--- config.mk ---
export PLATFORM = sky130hd
export DESIGN_NAME = nubus_arbiter
export DESIGN_NICKNAME = d
export VERILOG_FILES = /design/src/rtl/nubus_pkg.sv /design/src/rtl/nubus_arb_drive.sv /design/src/rtl/nubus_arbiter.sv
export SDC_FILE = /design/constraint.sdc
export NUM_CORES = 1
export LEC_CHECK = 0
export CAP_MARGIN = 20
export CORE_ASPECT_RATIO = 1.5
export CORE_UTILIZATION = 50
export CTS_CLUSTER_SIZE = 14
export DETAILED_ROUTE_END_ITERATION = 16
export DONT_BUFFER_PORTS = 1
export HOLD_SLACK_MARGIN = 0.1
export PLACE_DENSITY = 0.7
export REMOVE_ABC_BUFFERS = 1
export SETUP_SLACK_MARGIN = 0.4
export SLEW_MARGIN = 20
export SYNTH_ARGS = -nofsm -noshare
export SYNTH_HDL_FRONTEND = slang
export SYNTH_SLANG_ARGS = --single-unit
--- constraint.sdc ---
create_clock -name nub_clkn -period 2.35 [get_ports nub_clkn]
set_input_delay 0.47 -clock nub_clkn [delete_from_list [all_inputs] [get_ports nub_clkn]]
set_output_delay 0.47 -clock nub_clkn [all_outputs]
set_load 0.01 [all_outputs]
--- src/rtl/nubus_pkg.sv ---
// -----------------------------------------------------------------------------
// nubus_pkg
// Shared types and sizes for the NuBus master-path arbitration logic.
//   arb_state_t : arbitration controller states
//   NUBUS_ID_W  : width of the card slot ID
//   ARB_LINES   : number of /ARB lines on the bus
// -----------------------------------------------------------------------------
package nubus_pkg;

    localparam int NUBUS_ID_W = 4;
    localparam int ARB_LINES  = 4;

    typedef enum logic [2:0] {
        IDLE = 3'd0,
        FAIR = 3'd1,
        ARB  = 3'd2,
        WON  = 3'd3,
        OWN  = 3'd4
    } arb_state_t;

endpackage

--- src/rtl/nubus_arb_drive.sv ---
// -----------------------------------------------------------------------------
// nubus_arb_drive
// Combinational /ARB drive pattern for NuBus distributed arbitration. A card
// keeps asserting a lower ID bit only while every higher bit it sees on the
// bus matches its own ID; as soon as a higher bus bit is active where the own
// ID bit is 0, all lower bits back off.
// Ports (all active-high):
//   id    : card slot ID
//   bus   : sensed /ARB lines (active bits of the wired-AND)
//   drive : bits this card wants to pull low
// -----------------------------------------------------------------------------
module nubus_arb_drive
    import nubus_pkg::*;
(
    input  logic [NUBUS_ID_W-1:0] id,
    input  logic [ARB_LINES-1:0]  bus,
    output logic [ARB_LINES-1:0]  drive
);

    // keep_n: all bits above n are either our own 1 or not active on the bus
    logic keep_2;
    logic keep_1;
    logic keep_0;

    assign keep_2 = id[3] | ~bus[3];
    assign keep_1 = keep_2 & (id[2] | ~bus[2]);
    assign keep_0 = keep_1 & (id[1] | ~bus[1]);

    assign drive[3] = id[3];
    assign drive[2] = id[2] & keep_2;
    assign drive[1] = id[1] & keep_1;
    assign drive[0] = id[0] & keep_0;

endmodule

--- src/rtl/nubus_arbiter.sv ---
// -----------------------------------------------------------------------------
// nubus_arbiter
// NuBus distributed-arbitration controller for the card's master path.
// Contends on /RQST and /ARB[3:0] with the card's slot ID, applies fairness
// (no new request while another card holds /RQST), tracks bus-busy from
// START/ACK and grants ownership to the master FSM.
//
// Ports:
//   nub_clkn      : NuBus clock, all state on posedge
//   nub_resetn    : asynchronous active-low reset
//   nub_idn       : slot ID, active low
//   nub_arbn_i    : sensed /ARB lines
//   nub_rqstn_i   : sensed /RQST
//   nub_startn    : sensed /START
//   nub_ackn      : sensed /ACK
//   mst_req       : master requests ownership (level)
//   mst_lock      : keep ownership after current transaction
//   nub_rqstn_o   : /RQST drive (0 = pull low)
//   nub_arbn_o    : /ARB drive per bit (0 = pull low)
//   arb_grant_o   : master owns the bus
//   arb_busy_o    : a transaction is in progress on the bus
//   arb_timeout_o : one-cycle pulse on watchdog abort
//
// Build option: define ARB_LOCK_EN to let mst_lock hold ownership across
// back-to-back transactions.
// -----------------------------------------------------------------------------
module nubus_arbiter
    import nubus_pkg::*;
#(
    parameter int ARB_SETTLE  = 2,
    parameter int ARB_TIMEOUT = 255,
    parameter int TIMEOUT_W   = 8
) (
    input  logic                  nub_clkn,
    input  logic                  nub_resetn,
    input  logic [NUBUS_ID_W-1:0] nub_idn,
    input  logic [ARB_LINES-1:0]  nub_arbn_i,
    input  logic                  nub_rqstn_i,
    input  logic                  nub_startn,
    input  logic                  nub_ackn,
    input  logic                  mst_req,
    input  logic                  mst_lock,
    output logic                  nub_rqstn_o,
    output logic [ARB_LINES-1:0]  nub_arbn_o,
    output logic                  arb_grant_o,
    output logic                  arb_busy_o,
    output logic                  arb_timeout_o
);

    // Settle counter counts down to 0; loading SETTLE-1 gives SETTLE cycles in ARB
    localparam logic [2:0]           SETTLE_LOAD = 3'(ARB_SETTLE - 1);
    localparam logic [TIMEOUT_W-1:0] WD_LAST     = TIMEOUT_W'(ARB_TIMEOUT - 1);
    localparam bit                   WD_EN       = (ARB_TIMEOUT != 0);

    logic [NUBUS_ID_W-1:0] id;
    logic [ARB_LINES-1:0]  bus;
    logic [ARB_LINES-1:0]  drive;
    logic                  rq;
    logic                  start;
    logic                  ack;

    arb_state_t            state_q, state_d;
    logic                  busy_q, busy_d;
    logic                  to_q, to_d;
    logic [2:0]            cnt_q, cnt_d;
    logic                  pend_q, pend_d;
    logic [TIMEOUT_W-1:0]  wd_q, wd_d;
    logic                  started_q, started_d;
    logic                  rel_q, rel_d;

    logic                  win;
    logic                  wd_expire;
    logic                  own_end;
    logic                  own_hold;
    logic                  enter_arb;
    logic                  abort;

    assign id    = ~nub_idn;
    assign bus   = ~nub_arbn_i;
    assign rq    = ~nub_rqstn_i;
    assign start = ~nub_startn;
    assign ack   = ~nub_ackn;

    nubus_arb_drive u_drive (
        .id    (id),
        .bus   (bus),
        .drive (drive)
    );

    // One win/lose sample per round; a START during the round restarts it
    assign win       = (state_q == ARB) && pend_q && (cnt_q == 3'd0) && !start && (bus == id);
    assign wd_expire = WD_EN && (wd_q == WD_LAST);
    assign own_end   = started_q && ack;
    assign enter_arb = (state_d == ARB) && (state_q != ARB);

`ifdef ARB_LOCK_EN
    assign own_hold = mst_lock;
`else
    logic lock_unused;
    assign lock_unused = mst_lock;
    assign own_hold    = 1'b0;
`endif

    always_ff @(posedge nub_clkn or negedge nub_resetn) begin
        if (!nub_resetn) begin
            state_q <= IDLE;
        end else begin
            state_q <= state_d;
        end
    end

    always_comb begin
        state_d = state_q;
        abort   = 1'b0;
        case (state_q)
            IDLE: begin
                if (mst_req) state_d = rq ? FAIR : ARB;
            end
            FAIR: begin
                if (!mst_req)  state_d = IDLE;
                else if (!rq)  state_d = ARB;
            end
            ARB: begin
                // withdrawal beats a win, a win beats the watchdog
                if (!mst_req) begin
                    state_d = IDLE;
                end else if (win) begin
                    state_d = WON;
                end else if (wd_expire) begin
                    state_d = IDLE;
                    abort   = 1'b1;
                end
            end
            WON: begin
                if (!mst_req) begin
                    state_d = IDLE;
                end else if (!busy_q || ack) begin
                    state_d = OWN;
                end else if (wd_expire) begin
                    state_d = IDLE;
                    abort   = 1'b1;
                end
            end
            OWN: begin
                if (own_end && !own_hold) state_d = IDLE;
            end
            default: state_d = IDLE;
        endcase
    end

    always_comb begin
        nub_rqstn_o = 1'b1;
        nub_arbn_o  = '1;
        arb_grant_o = 1'b0;
        case (state_q)
            ARB, WON: begin
                nub_rqstn_o = 1'b0;
                nub_arbn_o  = ~drive;
            end
            OWN: begin
                arb_grant_o = 1'b1;
                // lines stay asserted until our own START has been sampled
                if (!rel_q) begin
                    nub_rqstn_o = 1'b0;
                    nub_arbn_o  = ~drive;
                end
            end
            default: ;
        endcase
    end

    always_comb begin
        busy_d = busy_q;
        if (start && !ack)      busy_d = 1'b1;
        else if (ack && !start) busy_d = 1'b0;

        cnt_d  = cnt_q;
        pend_d = pend_q;
        if (enter_arb || ((state_q == ARB) && start)) begin
            cnt_d  = SETTLE_LOAD;
            pend_d = 1'b1;
        end else if (state_q == ARB) begin
            if (cnt_q != 3'd0) cnt_d  = cnt_q - 3'd1;
            else               pend_d = 1'b0;
        end

        wd_d = wd_q;
        if (enter_arb) begin
            wd_d = '0;
        end else if (WD_EN && ((state_q == ARB) || (state_q == WON))) begin
            wd_d = wd_q + TIMEOUT_W'(1);
        end

        started_d = started_q;
        rel_d     = rel_q;
        if (state_d != OWN) begin
            started_d = 1'b0;
            rel_d     = 1'b0;
        end else if (state_q == OWN) begin
            // a locked continuation waits for the next START; lines stay released
            if (own_end)    started_d = 1'b0;
            else if (start) begin
                started_d = 1'b1;
                rel_d     = 1'b1;
            end
        end

        to_d = abort;
    end

    always_ff @(posedge nub_clkn or negedge nub_resetn) begin
        if (!nub_resetn) begin
            busy_q    <= 1'b0;
            to_q      <= 1'b0;
            cnt_q     <= '0;
            pend_q    <= 1'b0;
            wd_q      <= '0;
            started_q <= 1'b0;
            rel_q     <= 1'b0;
        end else begin
            busy_q    <= busy_d;
            to_q      <= to_d;
            cnt_q     <= cnt_d;
            pend_q    <= pend_d;
            wd_q      <= wd_d;
            started_q <= started_d;
            rel_q     <= rel_d;
        end
    end

    assign arb_busy_o    = busy_q;
    assign arb_timeout_o = to_q;

endmodule

==> After elaboration in Yosys (flattened, before gate mapping) <==
Index checks and enable logic that the tools add are counted.
Widths: inputs -> output; s select.
{ "op_classes": {"n_addsub": 2, "eq_ne": 13, "muxes": 39, "bitwise_logic": 16, "reduce_logical": 26} }
{ "ops": {"columns": ["cell", "n"], "rows": [
  ["$mux 3", 12],
  ["$mux 1", 19],
  ["$mux 8", 2],
  ["$pmux 3 s5", 1],
  ["$not 4->4", 3],
  ["$reduce_bool 2->1", 5],
  ["$eq 3x2->1 const B", 3],
  ["$logic_and 1x1->1", 9],
  ["$add 8x1->8 const B", 1],
  ["$eq 8x8->1 const B", 1],
  ["$pmux 4 s2", 1],
  ["$logic_not 3->1", 2],
  ["$reduce_and 2->1", 3],
  ["$and 1x1->1", 5],
  ["$not 1->1", 5],
  ["$eq 4x4->1", 1],
  ["$mux 4", 1],
  ["$ne 2x1->1 const B", 2],
  ["$pmux 1 s2", 2],
  ["$eq 3x1->1 const B", 1],
  ["$eq 3x3->1 const B", 1],
  ["$logic_or 1x1->1", 3],
  ["$ne 3x1->1 const B", 1],
  ["$ne 3x2->1 const B", 1],
  ["other kinds (9)", 11]
]} }
{ "word_totals": {"regBits": 19, "inputBits": 15, "output_inout_bits": 8, "elab_cells": 104} }

==> Logic depth before layout (Yosys ltp) <==
{ "depth": {"ltp_word": 13, "mapped_depth": 8, "ltp_nobuf": 7} }

==> Modules after synthesis <==
Synthesis repeated with hierarchy kept, for this count alone.
{ "hier_totals": {"hier_cells": 144, "area_unflattened_um2": 1255.0} }
{ "modules_own_cells": {"columns": ["mod", "n_inst", "cells_per_inst", "area_each_um2", "seq_area_each_um2"], "rows": [
  ["nubus_arbiter", 1, 137, 1193.6, 475.5],
  ["nubus_arb_drive", 1, 7, 61.3, 0.0]
]} }

==> Worst setup path after synthesis <==
OpenSTA, ideal clock, no wires.
{ "synth_path": {"path_kind": "register to output", "startpoint": "register state_q[1]", "endpoint": "output nub_arbn_o[2]", "t_arrival_ps": 1439, "required_time_ps": 1880, "slack_ps": 441, "stages_incl_launch_ff": 5, "n_path_buf": 1, "cell_sequence": "dfrtp_1 buf_2 nor3b_2 a21oi_1 or3_1"} }
{ "synth_between": {"elab_chain_len": 3, "word_cells_on_any_way": 5, "classes_between": "3 x eq/ne; 1 x mux; 1 x reduce/logical"} }
{ "synth_rtl": {"columns": ["item", "line", "text"], "rows": [
  ["start, declared", "nubus_arbiter.sv:62", "arb_state_t state_q, state_d;"],
  ["start signal, assigned", "nubus_arbiter.sv:108", "state_q <= state_d;"],
  ["$eq 3x2->1", "nubus_arbiter.sv:155", "case (state_q)"],
  ["$reduce_or 2->1", "nubus_arbiter.sv:155", null],
  ["$pmux 4 s2 (*)", "nubus_arbiter.sv:155", null],
  ["end, declared", "nubus_arbiter.sv:44", "output logic [ARB_LINES-1:0] nub_arbn_o,"]
]} }
Every way passes the cells marked *; elsewhere a longest branch is shown, timed or not.

==> Worst setup path after layout <==
Same ends and word-level chain as after synthesis.

==> flow_metrics.py <==
metrics = {
    "drt": {
        "drc_errors": 0,
        "via_per_inst": 6.23,
        "routedWlPerCell_um": 16.6,
        "drt-total-wl_um": 2640,
        "antenna_left": 0,
        "dr.pass1.iters": 4,
        "drt_iter0_markers": 24,
        "vias": 990,
    },
    "global_routing": {
        "antenna_found_initial": 0,
        "use_met1_pct": 25.3,
        "grt_util_all_layers_pct": 21.8,
        "grtUsageMet3_pct": 2.60,
        "global_route.usage.met2_pct": 40.6,
        "grt_pass1_wl_um": 4590,
        "grt_start_max_net_pins": 20,
        "overflow": 0,
        "first_global_vias": 1022,
        "grt-busiest-layer": "met2",
    },
    "yosys": {
        "syn_area_per_cell_um2": 9.64,
        "synth_commonest_cells": "19 x dfrtp_1, 10 x inv_1, 9 x nor2_1",
        "postSynthCellCount": 127,
        "ys_ff_latch": 19,
        "synth.area.top_cells": "dfrtp_1 39%, ha_1 8.2%, inv_1 3.1%, a21oi_1 2.9%, o21ai_0 2.9%",
        "synth_ff_type": "dfrtp_1",
        "ys.warnings.count": 0,
        "synth_edf_count": 0,
        "seq_area_frac_synth_pct": 38.9,
        "syn_area_um2": 1220,
        "synthArstFlopShare_pct": 100,
        "synth_top_cell_by_area": "dfrtp_1",
        "yosysTopAreaCellShare_pct": 38.9,
        "yosysMostFrequentCell": "dfrtp_1",
        "ys_types": 44,
    },
    "layout": {
        "syn2layout_area_growth_pct": 11.6,
        "drive_above_1_share_pct": 22.8,
        "antennaDiodeCount": 0,
        "final_nets": 160,
    },
    "floorplan": {
        "die_y_um": 62.6,
        "die_x_um": 42.4,
        "rows": 21,
        "initial_core_util_pct": 54.2,
        "io_pins": 23,
        "die_area_um2": 2650,
        "core_um2": 2260,
    },
    "sta": {
        "post-route-worst-setup-slack_ns": 0.365,
        "final-max-slew-violation-count": 0,
        "relSlewSlack_pct": 40.8,
        "setup_viol": 0,
        "min_period_over_period_pct": 84.5,
        "fin_crit_ns": 1.98,
        "rsz0062_at_grt": "true",
        "clock_skew_ns": 0.00713,
        "worst_pin_slew_ns": 0.886,
        "setup_tns_ns": 0,
        "max_freq_ghz": 0.504,
        "finalHoldViolations": 0,
    },
    "hold_path": {
        "hold_path.class": "in2reg",
    },
    "clock_network": {
        "cts_made_buffers": 3,
        "clk_latency_ns": 0.31,
        "root_buffer": "clkbuf_4",
        "clk_path_buf_depth": 2,
        "numClockSinks": 19,
        "clk_transition_reported_paths_ns": 0.11,
        "htree_levels": 1,
        "tritoncts": "yes",
    },
    "worst_setup_path": {
        "crit_buf_inv": 0,
        "path_cells": "nor3b_4, a21oi_4, or3_4",
        "critPathMaxFanout": 4,
        "arrival_ns": 1.51,
        "cp-start-kind": "register",
        "cp-end-kind": "output pin",
        "crit_type": "reg2out",
        "cp_top_family": "simple AND/OR/NAND/NOR gates",
        "required_ns": 1.88,
        "max_stage_delay_ns": 0.46,
        "crit_slowest_cell": "dfrtp_1",
    },
    "placed_design": {
        "port_buffers": 0,
        "dpl.hpwl_um": 1920,
        "gp_congestion": 0.854,
        "place_ws_ns": 0.426,
    },
    "power": {
        "powerDensity_nw_per_um2": 635,
        "p_leak_nw": 0.590,
        "peakVddDrop_v": 0.000396,
    },
    "status": {
        "outcome": "completed",
    },
    "run": {
        "cap_violations": 0,
    },
}
==> cell families (layout without fill, tap and decap cells) <==
group,after synthesis,after routing,share of synthesized area [%]
AND/OR/NAND/NOR,53,53,28.2
flip-flops,19,19,38.9
buffers and inverters,13,22,4.19
multiplexers,2,2,1.74
adder cells (fa/ha/maj),8,8,8.18
AO/OA/AOI/OAI,28,28,16.0
XOR/XNOR,4,4,2.86
==> per-stage QoR <==
stage	util, %	hold WS [ns]	cell area, um2	instances	power, W
4_1_cts	59.3	0.262	1340	159	0.000865
2_1_floorplan	-	0.174	1210	124	0.000610
3_3_place_gp	55.8	0.175	1260	150	0.000659
6_report	60.4	0.260	1370	159	0.000867
3_5_place_dp	55.8	0.175	1260	150	0.000674
5_1_grt	60.4	0.270	1370	159	0.000927
==> flip-flops by register name, indices dropped and copies added (netlist names) <==
name           count
rel_q              1
arb_busy_o         1
arb_timeout_o      1
started_q          1
cnt_q              3
pend_q             1
state_q            3
wd_q               8
==> final timing paths <==
kind	start	endpoint	slack, ns	cells after the start
max in group asynchronous	nub_resetn	state_q[2]$_DFF_PN0_	1.03	1
min in group asynchronous	nub_resetn	wd_q[1]$_DFFE_PN0P_	0.71	1
worst max-delay path	state_q[1]$_DFF_PN0_	nub_arbn_o[2]	0.37	3
worst max register to register	cnt_q[0]$_DFFE_PN0P_	wd_q[7]$_DFFE_PN0P_	0.57	7
worst min register to register	rel_q$_DFFE_PN0P_	rel_q$_DFFE_PN0P_	0.54	2
worst min-delay path	nub_startn	rel_q$_DFFE_PN0P_	0.26	1
==> routing by layer <==
| layer | wire [um] | up-vias | share of wire [%] |
|---|---|---|---|
| li1 | - | 476 | - |
| met1 | 1060 | 479 | 40 |
| met2 | 1450 | 27 | 55 |
| met3 | 78 | 8 | 3.0 |
| met4 | 44 | 0 | 1.7 |
| met5 | 0 | - | 0 |
==> report_power, final <==
part           switching, W  leakage [nW]  internal [W]  total (W)
combinational      0.000136         0.329      0.000118   0.000254
clock              0.000110        0.0177     0.0000636   0.000173
sequential        0.0000636         0.243      0.000376   0.000440
total              0.000309         0.590      0.000557   0.000867
==> placed cells by master, fill, tap and decap left out, drive strengths merged, types with 2 or more instances in the layout <==
| cell type | instances |
|---|---|
| dfrtp | 19 |
| inv | 10 |
| nor2 | 9 |
| nand2 | 9 |
| ha | 8 |
| o21ai | 7 |
| buf | 7 |
| a21oi | 7 |
| or3 | 5 |
| nand3 | 4 |
| nor3b | 4 |
| nand2b | 4 |
| or2 | 4 |
| a31oi | 3 |
| clkbuf | 3 |
| nand4 | 3 |
| nor3 | 3 |
| nor2b | 2 |
| xnor2 | 2 |
| a2bb2oi | 2 |
| xor2 | 2 |
==> what timing repair did <==
item / 4_1_cts / 5_1_grt
hold endpoints to repair: 19 / 0
pin swaps: 1 / 2
buffers inserted: 4 / 0
setup endpoints to repair: 4 / 11
hold buffers: 1 / 0
gates resized for setup: 4 / 4
==> cell type report <==
class                           instances  area, um2
Clock buffer                            3       22.5
Fill cell                             193        895
Timing Repair Buffer                    8       62.6
Sequential cell                        19        478
Clock inverter                          1       5.00
Multi-Input combinational cell         95        731
Tap cell                               23       28.8
Inverter                               10       37.5
Power figures use the tool's default switching activity.
